$ cat config.mk
export PLATFORM = sky130hd
export DESIGN_NAME = store_buffer
export DESIGN_NICKNAME = d
export VERILOG_FILES = /design/src/rtl/store_buffer.sv
export SDC_FILE = /design/constraint.sdc
export NUM_CORES = 1
export LEC_CHECK = 0
export ABC_AREA = 0
export CAP_MARGIN = 10
export CORE_MARGIN = 8
export CORE_UTILIZATION = 60
export CTS_CLUSTER_DIAMETER = 150
export DETAILED_ROUTE_END_ITERATION = 10
export GPL_TIMING_DRIVEN = 0
export PLACE_DENSITY = 0.8
export SLEW_MARGIN = 20
export SYNTH_ARGS = -nofsm -noshare
export SYNTH_HDL_FRONTEND = slang
export SYNTH_SLANG_ARGS = --single-unit
$ cat constraint.sdc
create_clock -name clk -period 7.1 [get_ports clk]
set_input_delay 1.065 -clock clk [delete_from_list [all_inputs] [get_ports clk]]
set_output_delay 1.065 -clock clk [all_outputs]
set_load 0.05 [all_outputs]
$ cat src/rtl/store_buffer.sv
// store_buffer: posted-write FIFO replaying stores as setup/strobe/recover writes, with load forwarding; STORE_BUF_COALESCE_EN enables in-place merge into the youngest entry.
// One write per 3 cycles; forwarded load result one cycle after lookup; st_ready_o drops when DEPTH entries are held.
module store_buffer #(
   parameter int DEPTH = 4,
   parameter int PTR_W = 2
) (
   input  logic             clk,
   input  logic             reset,
   input  logic             st_valid_i,
   input  logic [31:0]      st_addr_i,
   input  logic [31:0]      st_data_i,
   output logic             st_ready_o,
   output logic             st_err_o,
   input  logic             ld_valid_i,
   input  logic [31:0]      ld_addr_i,
   output logic             ld_hit_o,
   output logic [31:0]      ld_data_o,
   output logic [31:0]      y_o,
   output logic [31:0]      pass_o,
   output logic             we_o,
   output logic [PTR_W:0]   count_o,
   output logic             idle_o
);

   localparam logic [1:0] S_IDLE    = 2'd0;
   localparam logic [1:0] S_SETUP   = 2'd1;
   localparam logic [1:0] S_STROBE  = 2'd2;
   localparam logic [1:0] S_RECOVER = 2'd3;

   localparam logic [PTR_W:0]   DEPTH_C = (PTR_W+1)'(DEPTH);
   localparam logic [PTR_W:0]   ONE_C   = (PTR_W+1)'(1);
   localparam logic [PTR_W-1:0] ONE_P   = PTR_W'(1);

   logic [29:0]      addr_q [DEPTH];
   logic [29:0]      addr_d [DEPTH];
   logic [31:0]      data_q [DEPTH];
   logic [31:0]      data_d [DEPTH];
   logic [DEPTH-1:0] vld_q, vld_d;
   logic [PTR_W-1:0] head_q, head_d, tail_q, tail_d;
   logic [PTR_W:0]   count_q, count_d;
   logic [1:0]       state_q, state_d;
   logic             we_q, we_d;
   logic [31:0]      y_q, y_d, pass_q, pass_d;
   logic             err_q, err_d;
   logic             ld_hit_q, ld_hit_d;
   logic [31:0]      ld_data_q, ld_data_d;

   logic [PTR_W-1:0] young_idx, fwd_idx;
   logic             aligned, push, pop, coal, fwd_hit;
   logic [31:0]      fwd_data;
   logic             ld_lsb_unused;

   assign ld_lsb_unused = ^ld_addr_i[1:0];

   assign st_ready_o = (count_q < DEPTH_C);
   assign aligned    = (st_addr_i[1:0] == 2'b00);
   assign young_idx  = tail_q - ONE_P;
   assign pop        = (state_q == S_RECOVER);

`ifdef STORE_BUF_COALESCE_EN
   // The head is frozen once its write sequence has started, so it cannot absorb a merge.
   assign coal = st_valid_i && aligned && (count_q != '0) && vld_q[young_idx]
              && (addr_q[young_idx] == st_addr_i[31:2])
              && !((young_idx == head_q) && (state_q != S_IDLE));
`else
   assign coal = 1'b0;
`endif

   assign push  = st_valid_i && st_ready_o && aligned && !coal;
   assign err_d = st_valid_i && st_ready_o && !aligned;

   always_comb begin
      addr_d  = addr_q;
      data_d  = data_q;
      vld_d   = vld_q;
      head_d  = head_q;
      tail_d  = tail_q;
      count_d = count_q;
      if (coal) begin
         data_d[young_idx] = st_data_i;
      end
      if (push) begin
         addr_d[tail_q] = st_addr_i[31:2];
         data_d[tail_q] = st_data_i;
         vld_d[tail_q]  = 1'b1;
         tail_d         = tail_q + ONE_P;
      end
      if (pop) begin
         vld_d[head_q] = 1'b0;
         head_d        = head_q + ONE_P;
      end
      case ({push, pop})
         2'b10:   count_d = count_q + ONE_C;
         2'b01:   count_d = count_q - ONE_C;
         default: count_d = count_q;
      endcase
   end

   always_comb begin
      state_d = state_q;
      y_d     = y_q;
      pass_d  = pass_q;
      case (state_q)
         S_IDLE:   if (count_q != '0) state_d = S_SETUP;
         S_SETUP:  state_d = S_STROBE;
         S_STROBE: state_d = S_RECOVER;
         default:  state_d = (count_d != '0) ? S_SETUP : S_IDLE;
      endcase
      // Load the write port from post-update entry state so a same-cycle push or merge is seen.
      if ((state_d == S_SETUP) && (state_q != S_SETUP)) begin
         y_d    = {addr_d[head_d], 2'b00};
         pass_d = data_d[head_d];
      end
   end

   assign we_d = (state_d == S_STROBE);

   always_comb begin
      fwd_hit  = 1'b0;
      fwd_data = '0;
      fwd_idx  = '0;
      for (int i = 0; i < DEPTH; i++) begin
         fwd_idx = head_q + PTR_W'(i);
         if (((PTR_W+1)'(i) < count_q) && vld_q[fwd_idx] &&
             (addr_q[fwd_idx] == ld_addr_i[31:2])) begin
            fwd_hit  = 1'b1;
            fwd_data = data_q[fwd_idx];
         end
      end
   end

   assign ld_hit_d  = ld_valid_i && fwd_hit;
   assign ld_data_d = ld_hit_d ? fwd_data : ld_data_q;

   always_ff @(posedge clk or negedge reset) begin
      if (!reset) begin
         for (int i = 0; i < DEPTH; i++) begin
            addr_q[i] <= '0;
            data_q[i] <= '0;
         end
         vld_q     <= '0;
         head_q    <= '0;
         tail_q    <= '0;
         count_q   <= '0;
         state_q   <= S_IDLE;
         we_q      <= 1'b0;
         y_q       <= '0;
         pass_q    <= '0;
         err_q     <= 1'b0;
         ld_hit_q  <= 1'b0;
         ld_data_q <= '0;
      end else begin
         addr_q    <= addr_d;
         data_q    <= data_d;
         vld_q     <= vld_d;
         head_q    <= head_d;
         tail_q    <= tail_d;
         count_q   <= count_d;
         state_q   <= state_d;
         we_q      <= we_d;
         y_q       <= y_d;
         pass_q    <= pass_d;
         err_q     <= err_d;
         ld_hit_q  <= ld_hit_d;
         ld_data_q <= ld_data_d;
      end
   end

   assign st_err_o  = err_q;
   assign ld_hit_o  = ld_hit_q;
   assign ld_data_o = ld_data_q;
   assign y_o       = y_q;
   assign pass_o    = pass_q;
   assign we_o      = we_q;
   assign count_o   = count_q;
   assign idle_o    = (count_q == '0) && (state_q == S_IDLE);

endmodule

After elaboration in Yosys (flattened, before gate mapping). Index checks and enable logic that the tools add are counted.

Add/sub/neg operators: 6. $lt $le $gt $ge: 19. Equal/unequal tests: 12. Mux-type cells: 65. Bitwise operators: 9. Reduce and logical (&&, ||, !) cells: 23.

Operator list (count): 2-to-1 mux 32 bit (15); 2-to-1 mux 30 bit (11); binary-select mux 32 bit (select 2 bit) (5); binary-select mux 30 bit (select 2 bit) (5); bitwise mux 128 bit (1); 2-to-1 mux 128 bit (1); bitwise mux 120 bit (1); equality test 30 bit (4); 2-to-1 mux 120 bit (1); demux 32 bit (select 2 bit) (1); demux 30 bit (select 2 bit) (1); >= comparator 3 bit, second input constant (6); inverter 2 -> 3 bit (6); logical AND 1 bit (17); < comparator 2 x 3 -> 1 bit, second input constant (5); 2-to-1 mux 1 bit (11); binary-select mux 1 bit (select 2 bit) (4); equality test 2 bit, second input constant (4); 2-to-1 mux 4 bit (2); equality test 2 x 1 -> 1 bit, second input constant (3); < comparator 1 x 3 -> 1 bit, first input constant (2); < comparator 2 x 3 -> 1 bit, first input constant (2); case mux 2 bit (3 select lines) (1); case mux 3 bit (2 select lines) (1); 17 further kinds (24).

Register bits: 358. Input bits: 100.

Longest topological paths before layout. Gate-level depths: netlist (run 1).

Word-level depth: 11. Gate-level depth with buffers: 20.

Least setup slack after synthesis (run 1). OpenSTA, ideal clock, no wires.

Path type: register to register. Start point: register head_q[0]. End point: register ld_data_q[17], in the netlist ld_data_o[17]. Library setup time: 125 ps. Arrival: 4225 ps. Data required time: 6975 ps. Path slack: 2750 ps. Stages on the path, launching flop included: 16. Buffers on the path: 9. Period minus slack after synthesis: 4350 ps. Cells stage by stage: dfrtp_1 buf_6 inv_1 clkbuf_1 buf_1 ha_1 buf_2 buf_4 buf_2 buf_2 buf_2 buf_1 mux4_2 a221oi_2 a21oi_1 mux2_2.

Longest elaborated chain between the ends: 11. Elaborated cells between the ends (all ways): 60. Those cells by class: add/sub: 3; eq/ne: 4; mux: 40; bitwise: 4; reduce/logical: 9.

Ends and longest elaborated chain: start, declared (line 39) `logic [PTR_W-1:0] head_q, head_d, tail_q, tail_d;`; start signal, assigned (line 142) `head_q <= '0;`; start signal, assigned (line 156) `head_q <= head_d;`; adder 2 x 1 -> 2 bit / inverter 2 -> 3 bit (equally long branches) (line 123, 125, 127); inverter 2 -> 3 bit (implied by the code) / binary-select mux 30 bit (select 2 bit) (equally long branches) (line 125, 127); binary-select mux 30 bit (select 2 bit) / 2-to-1 mux 30 bit (equally long branches) (line 125) `(addr_q[fwd_idx] == ld_addr_i[31:2])) begin`; 2-to-1 mux 30 bit (implied by the code) (line 125); 2-to-1 mux 30 bit (implied by the code) / equality test 30 bit (equally long branches) (line 125); equality test 30 bit / logical AND 1 bit (equally long branches) (line 125, 124); logical AND 1 bit / 2-to-1 mux 1 bit (equally long branches) (line 124) `if (((PTR_W+1)'(i) < count_q) && vld_q[fwd_idx] &&`; 2-to-1 mux 1 bit (3 in series) (line 124); logical AND 1 bit (line 132) `assign ld_hit_d = ld_valid_i && fwd_hit;`; end signal, assigned (line 165) `ld_data_q <= ld_data_d;`; end, declared (line 46) `logic [31:0] ld_data_q, ld_data_d;`.

Parallel ways exist; a longest one is shown, timed or not. The select of a mux whose other input is x is not followed. A chain may end at the register's enable or synchronous reset.

Worst setup path in the final report (run 1).
Start point: register head_q[0]. End point: register ld_data_q[11], in the netlist ld_data_o[11].

Same word-level chain as after synthesis.

==> results.json, run 1 <==
{
  "cp.required_ns": 7.56,
  "io_pins": 204,
  "layoutNonFillerInstCount": 2638,
  "rsz0062_at_grt": "false",
  "status": "completed",
  "swShare": 0.453,
  "slew_viol_final": 0,
  "synth_seq_cells": 358,
  "crit_buf_inv": 9,
  "seq_area_frac_synth": 0.366,
  "critPathArrivalTime_ns": 7.52,
  "syn_inst": 1860,
  "fin_crit_sh": 0.994,
  "p_leak_nw": 11.6,
  "avgSynthCellArea_um2": 13.2,
  "io_buffers": 171,
  "fin_crit_ns": 7.06,
  "finalWorstSetupSlack_ns": 0.0428,
  "grtUsageMet3": 0.0881,
  "final_antenna_net_count": 0,
  "drc": 0,
  "use_met1": 0.458,
  "core-area_um2": 40600,
  "holdWs_ns": 0.462,
  "seqPwrFrac": 0.238,
  "gr-total-overflow": 0,
  "crit_cells": 18,
  "cts_buffers": 40,
  "hold_buffers": 0,
  "clk_latency_ns": 0.59,
  "synth_edf_count": 0,
  "synth_top_area_cell": "dfrtp_1",
  "max_cap_viol_count": 0,
  "die_h_um": 218,
  "tns_ns": 0,
  "path_max_fanout": 11,
  "tightest_slew_ns": 1.23,
  "skew_ns": 0.0211,
  "die-width_um": 218,
  "dpl_worst_slack_ns": 0.0786,
  "worst_setup_path_end_kind": "flop",
  "maxSlewHeadroom": 0.156,
  "p_int_mw": 9.51,
  "synthTopCellsByArea": "dfrtp_1, mux4_2, mux2_2",
  "syn2layout_area_growth_pct": 15.6,
  "busiest_layer": "met2",
  "drt_pass1_iterations": 5,
  "pwr-share-comb": 0.642,
  "ff2ff_path_depth": 18,
  "cts_tree": "done",
  "pwr-share-clk": 0.119,
  "grt_max_degree": 104,
  "finalHoldViolations": 0,
  "nNetsFinal": 2196,
  "final_layout_size_suffix_gt1_frac": 0.351,
  "ys_async_sr_fraction": 1.00,
  "crit_path_frequent_cell": "buf_2",
  "grt_pass1_vias": 18873,
  "root_buffer": "clkbuf_16",
  "hold_class": "input pin to asynchronous set/reset pin",
  "clock_path_buffers": 3,
  "vias": 18294,
  "dpl.hpwl_um": 58300,
  "fp-row-count": 74,
  "path_cells": "buf_6, inv_1, clkbuf_1, clkbuf_2, ha_1, buf_2, buf_4, buf_2, clkdlybuf4s15_1, mux4_2, xnor2_1, nand3_1, nor4_1, nand2_1, nand2_1, o21ai_1, buf_2, mux2_2",
  "grt_usage": 0.338,
  "globalplace.congestion": 1.05,
  "cp_slowest_cell": "clkdlybuf4s15_1",
  "yosys_most_used_dff": "dfrtp_1",
  "switchingPower_mw": 7.89,
  "post_drt_wl_per_cell_um": 30.7,
  "path_class": "flop to flop",
  "pwr_density_cell_nw_per_um2": 615,
  "synth_top_area_frac": 0.366,
  "critPathTopFamily": "buffers and inverters",
  "cts_setup_buffers": 0,
  "finalSetupViolCount": 0,
  "clock_sinks": 358,
  "fin_area_um2": 28300,
  "dp_cells": 2568,
  "grt_pass1_wl_um": 121000,
  "drtIter0Drc": 1983,
  "worstSetupStartpointType": "flop",
  "cp_slowest_stage_delay_ns": 0.82,
  "wirelength_um": 80900,
  "place_area_um2": 27000,
  "clk_pin_slew_ns": 0.06,
  "dieArea_um2": 47500,
  "grt_use_met2": 0.531,
  "ir_drop_uv": 378,
  "start_util": 0.603,
  "h-tree-depth": 2,
  "max_freq_mhz": 142,
  "avgViaCountPerCell": 6.93,
  "ys_warn_count": 0,
  "ys_types": 61,
  "antenna_found_initial": 6,
  "synth_area_um2": 24500
}
## cells in the mapped netlist (9+ instances only)
library cell	instances
clkbuf_1	99
nand3_1	9
buf_2	36
buf_6	12
o21ai_0	14
mux2i_1	182
nand4_1	22
buf_4	14
a221oi_2	29
nand2b_1	32
dfrtp_1	358
mux2_2	347
a21oi_1	104
nor2_1	107
o22ai_1	13
ha_1	18
xnor2_1	103
inv_1	24
mux4_2	225
nand2_1	24
## worst paths after layout
path	start	to	slack, ns
hold reg to reg	ld_data_o[4]	ld_data_o[4]	0.50
hold / removal	reset	we_o	0.46
min in group clk	ld_data_o[4]	ld_data_o[4]	0.50
setup / recovery	head_q[0]	ld_data_o[11]	0.04
setup reg to reg	head_q[0]	ld_data_o[11]	0.04
max in group asynchronous	reset	data_q[103]	5.67
## layout make-up
type	instances	area, µm²
multi-input combinational	1309	14600
fill	2821	12300
sequential	358	8960
timing repair buffer	175	1810
clock buffer	59	1200
buffer	169	833
tap	532	666
clock inverter	9	106
inverter	25	93.8
antenna	2	5.00
## worst register-to-register path, cell delays in order (launching register included)
cell	delay (ns)
dfrtp_1	0.51
buf_6	0.24
inv_1	0.14
clkbuf_1	0.51
clkbuf_2	0.47
ha_1	0.21
buf_2	0.29
buf_4	0.34
buf_2	0.31
clkdlybuf4s15_1	0.82
mux4_2	0.43
xnor2_1	0.36
nand3_1	0.20
nor4_1	0.73
nand2_1	0.39
nand2_1	0.14
o21ai_1	0.23
buf_2	0.34
mux2_2	0.33
## per-layer routing
| layer | part of all wire | wire length [µm] |
|---|---|---|
| met5 | 0.00033 | 27 |
| met4 | 0.033 | 2680 |
| met3 | 0.10 | 8140 |
| met2 | 0.47 | 38000 |
| met1 | 0.40 | 32000 |
## power groups by stage
stage,logic (mW),clock network [mW],registers (mW)
after CTS,11.0,2.09,4.07
final,11.2,2.08,4.15
after floorplan,7.52,0,4.33
after detailed placement,10.9,0,4.09
after global placement,10.8,0,3.98
after global routing,11.7,2.18,4.24
## cells in the final DEF, fill, tap and decap left out, types with 4 or more instances in the layout
cell and instances:
clkdlybuf4s50_1 170, mux2i_1 182, mux2_2 347, nor4_1 7
nand4_1 22, buf_4 14, o22ai_1 13, buf_6 13
nand2_1 24, mux4_2 225, buf_1 7, dfrtp_1 358
inv_1 24, nand2b_1 32, clkbuf_2 4, clkbuf_1 102
nand3_1 9, o2bb2ai_1 4, a221oi_2 29, nor2_1 107
xnor2_1 103, o21ai_0 14, xor2_1 8, clkbuf_8 11
buf_2 36, a22oi_1 5, a21oi_1 104, clkinv_2 6
ha_1 18, clkbuf_16 41
## registers in the layout, summed over array words and instances, names as in the netlist
register / cells
vld_q: 4
st_err_o: 1
ld_hit_o: 1
pass_o: 32
y_o: 30
count_o: 3
ld_data_o: 32
head_q: 2
data_q: 128
we_o: 1
tail_q: 2
addr_q: 120
state_q: 2
## metrics by stage
step,utilization,power (mW)
floorplan,-,11.9
global placement,0.662,14.7
detailed placement,0.665,15.0
CTS,0.697,17.2
global route,0.697,18.1
finish,0.697,17.4
## timing repair
action                                  in CTS  in global routing
gates resized for setup                      0                  6
endpoints found under the hold margin        0                  0
endpoints found under the setup margin       0                 30
## kinds of logic (layout without fill, tap and decap cells)
family,after synthesis,after routing,synth area share
mux,757,757,0.444
flops,358,358,0.366
xor+xnor,111,111,0.0397
buf+inv,194,437,0.0374
other cells,1,4,0.000153
simple gates,218,218,0.0424
compound gates,203,203,0.0606
fa+ha+maj,18,18,0.00920
(Power assumes the default switching activity.)
==> inputs of run 2 (changes only) <==
--- a/config.mk
+++ b/config.mk
@@ -6,13 +6,14 @@
 export NUM_CORES = 1
 export LEC_CHECK = 0
 export ABC_AREA = 0
+export ABC_CLOCK_PERIOD_IN_PS = 7100
 export CAP_MARGIN = 10
 export CORE_MARGIN = 8
 export CORE_UTILIZATION = 60
 export CTS_CLUSTER_DIAMETER = 150
 export DETAILED_ROUTE_END_ITERATION = 10
 export GPL_TIMING_DRIVEN = 0
-export PLACE_DENSITY = 0.8
+export PLACE_DENSITY = 0.84
 export SLEW_MARGIN = 20
 export SYNTH_ARGS = -nofsm -noshare
 export SYNTH_HDL_FRONTEND = slang
==> run 2 against run 1 <==
Net effect: register-to-register slack lost 0.04 ns; sequential share of layout area shrank 0.088 points; final cell count rose by 0.11%; largest power group unchanged; clock skew is 0.0079 ns higher; count of clock-buffer cells in the layout down 5; cell area is 0.28% higher; clock power increased by 7%.
==> results.json, run 2 (synthesized netlist as in run 1, its figures left out) <==
{
  "cp_slowest_cell": "clkdlybuf4s15_1",
  "largest_reg_flops": 128,
  "ir_drop_uv": 380,
  "maxSlewHeadroom": 0.172,
  "nNetsFinal": 2197,
  "grt_max_degree": 106,
  "critPathArrivalTime_ns": 7.57,
  "h-tree-depth": 2,
  "hold_buffers": 0,
  "top_regs": "data_q: 128 flops, addr_q: 120 flops",
  "final_layout_size_suffix_gt1_frac": 0.353,
  "final_antenna_net_count": 0,
  "syn2layout_area_growth_pct": 15.9,
  "dpl.hpwl_um": 58300,
  "globalplace.congestion": 1.02,
  "hold_class": "input pin to asynchronous set/reset pin",
  "slew_viol_final": 0,
  "fin_util": 0.699,
  "start_util": 0.603,
  "dpl_worst_slack_ns": -0.0149,
  "tightest_slew_ns": 1.23,
  "grt_usage": 0.342,
  "fp-row-count": 74,
  "max_freq_mhz": 141,
  "pwr-share-comb": 0.639,
  "critPathTopFamily": "buffers and inverters",
  "seqPwrFrac": 0.234,
  "die-width_um": 218,
  "layout_common_cells": "dfrtp_1, mux2_2, mux4_2",
  "die_h_um": 218,
  "cts_buffers": 41,
  "worstSetupStartpointType": "flop",
  "switchingPower_mw": 7.94,
  "gr-total-overflow": 0,
  "finalWorstSetupSlack_ns": 0.00203,
  "finalHoldViolations": 0,
  "max_cap_viol_count": 0,
  "avgViaCountPerCell": 7.05,
  "final_common_cell": "dfrtp_1",
  "p_int_mw": 9.63,
  "drt_pass1_iterations": 5,
  "p_leak_nw": 11.6,
  "crit_path_frequent_cell": "buf_2",
  "pwr-share-clk": 0.127,
  "cts_tree": "done",
  "path_cells": "buf_6, inv_1, clkbuf_1, clkbuf_2, ha_1, buf_2, buf_4, buf_2, clkdlybuf4s15_1, mux4_2, xnor2_1, nand3_1, nor4_1, nand2_1, nand2_1, o21ai_1, buf_2, mux2_2",
  "io_pins": 204,
  "cp.required_ns": 7.57,
  "place_area_um2": 27000,
  "post_drt_wl_per_cell_um": 30.8,
  "regMostFlops": "data_q",
  "antenna_found_initial": 8,
  "cts_setup_buffers": 0,
  "io_buffers": 171,
  "swShare": 0.452,
  "skew_ns": 0.0290,
  "clk_latency_ns": 0.59,
  "cp_slowest_stage_delay_ns": 0.78,
  "finalSetupViolCount": 0,
  "clk_pin_slew_ns": 0.06,
  "pwr_density_cell_nw_per_um2": 619,
  "wirelength_um": 81400,
  "clock_path_buffers": 3,
  "vias": 18619,
  "root_buffer": "clkbuf_16",
  "path_max_fanout": 11,
  "clock_sinks": 358,
  "fin_area_um2": 28400,
  "fin_crit_sh": 1.00,
  "worst_setup_path_end_kind": "flop",
  "fin_crit_ns": 7.10,
  "rsz0062_at_grt": "false",
  "dieArea_um2": 47500,
  "crit_buf_inv": 9,
  "grt_pass1_vias": 19258,
  "drc": 0,
  "path_class": "flop to flop",
  "drtIter0Drc": 2148,
  "status": "completed",
  "core-area_um2": 40600,
  "grt_pass1_wl_um": 123000
}
[run 2: repair_timing]
| action | CTS | global route |
|---|---|---|
| endpoints found under the setup margin | 29 | 30 |
| cloned | 0 | 0 |
| resized for setup | 1 | 3 |
[run 2: final timing paths]
| path | startpoint | endpoint | slack, ns | depth (start not counted) |
|---|---|---|---|---|
| setup / recovery | head_q[0] | ld_data_o[13] | 0.002 | 18 |
| hold / removal | reset | we_o | 0.45 | 1 |
| setup reg to reg | head_q[0] | ld_data_o[13] | 0.002 | 18 |
| hold reg to reg | ld_data_o[12] | ld_data_o[12] | 0.50 | 1 |
| max in group asynchronous | reset | data_q[105] | 5.68 | 2 |
| min in group clk | ld_data_o[12] | ld_data_o[12] | 0.50 | 1 |
[run 2: final cells by class]
type / count / area (µm²)
plain buffers: 169 / 835
multi-input cells: 1309 / 14600
repair buffers: 175 / 1810
inverters: 25 / 93.8
flip-flops and latches: 358 / 8960
clock inverters: 17 / 245
well taps: 532 / 666
fillers: 2832 / 12200
clock buffers: 54 / 1150
diodes: 2 / 5.00
[run 2: per-layer routing]
layer	global-route usage	part of all wire
met2	0.521	0.46
met4	0.138	0.041
met5	0	0.00077
met3	0.0979	0.11
met1	0.459	0.39
[run 2: power groups by stage]
stage	logic (mW)	clock network (mW)	registers (mW)
after floorplan	7.52	0	4.33
after global placement	10.8	0	3.95
after detailed placement	11.0	0	4.06
after CTS	11.1	2.24	4.04
after global routing	11.7	2.32	4.22
final	11.2	2.23	4.12
[run 2: worst reg2reg max path: stages, from the launching register on]
cell and delay [ns]:
dfrtp_1 0.48, buf_6 0.22, inv_1 0.16, clkbuf_1 0.49, clkbuf_2 0.45, ha_1 0.21
buf_2 0.26, buf_4 0.34, buf_2 0.37, clkdlybuf4s15_1 0.78, mux4_2 0.43, xnor2_1 0.34
nand3_1 0.20, nor4_1 0.71, nand2_1 0.41, nand2_1 0.15, o21ai_1 0.30, buf_2 0.35
mux2_2 0.31
[run 2: metrics by stage]
stage	hold WS, ns	setup TNS (ns)	cells	power, mW
floorplan	0.539	0	1861	11.9
global placement	0.487	-3587.51	2564	14.7
detailed placement	0.495	-0.0402	2568	15.1
CTS	0.470	0	2639	17.4
global route	0.493	0	2641	18.3
finish	0.451	0	2641	17.6
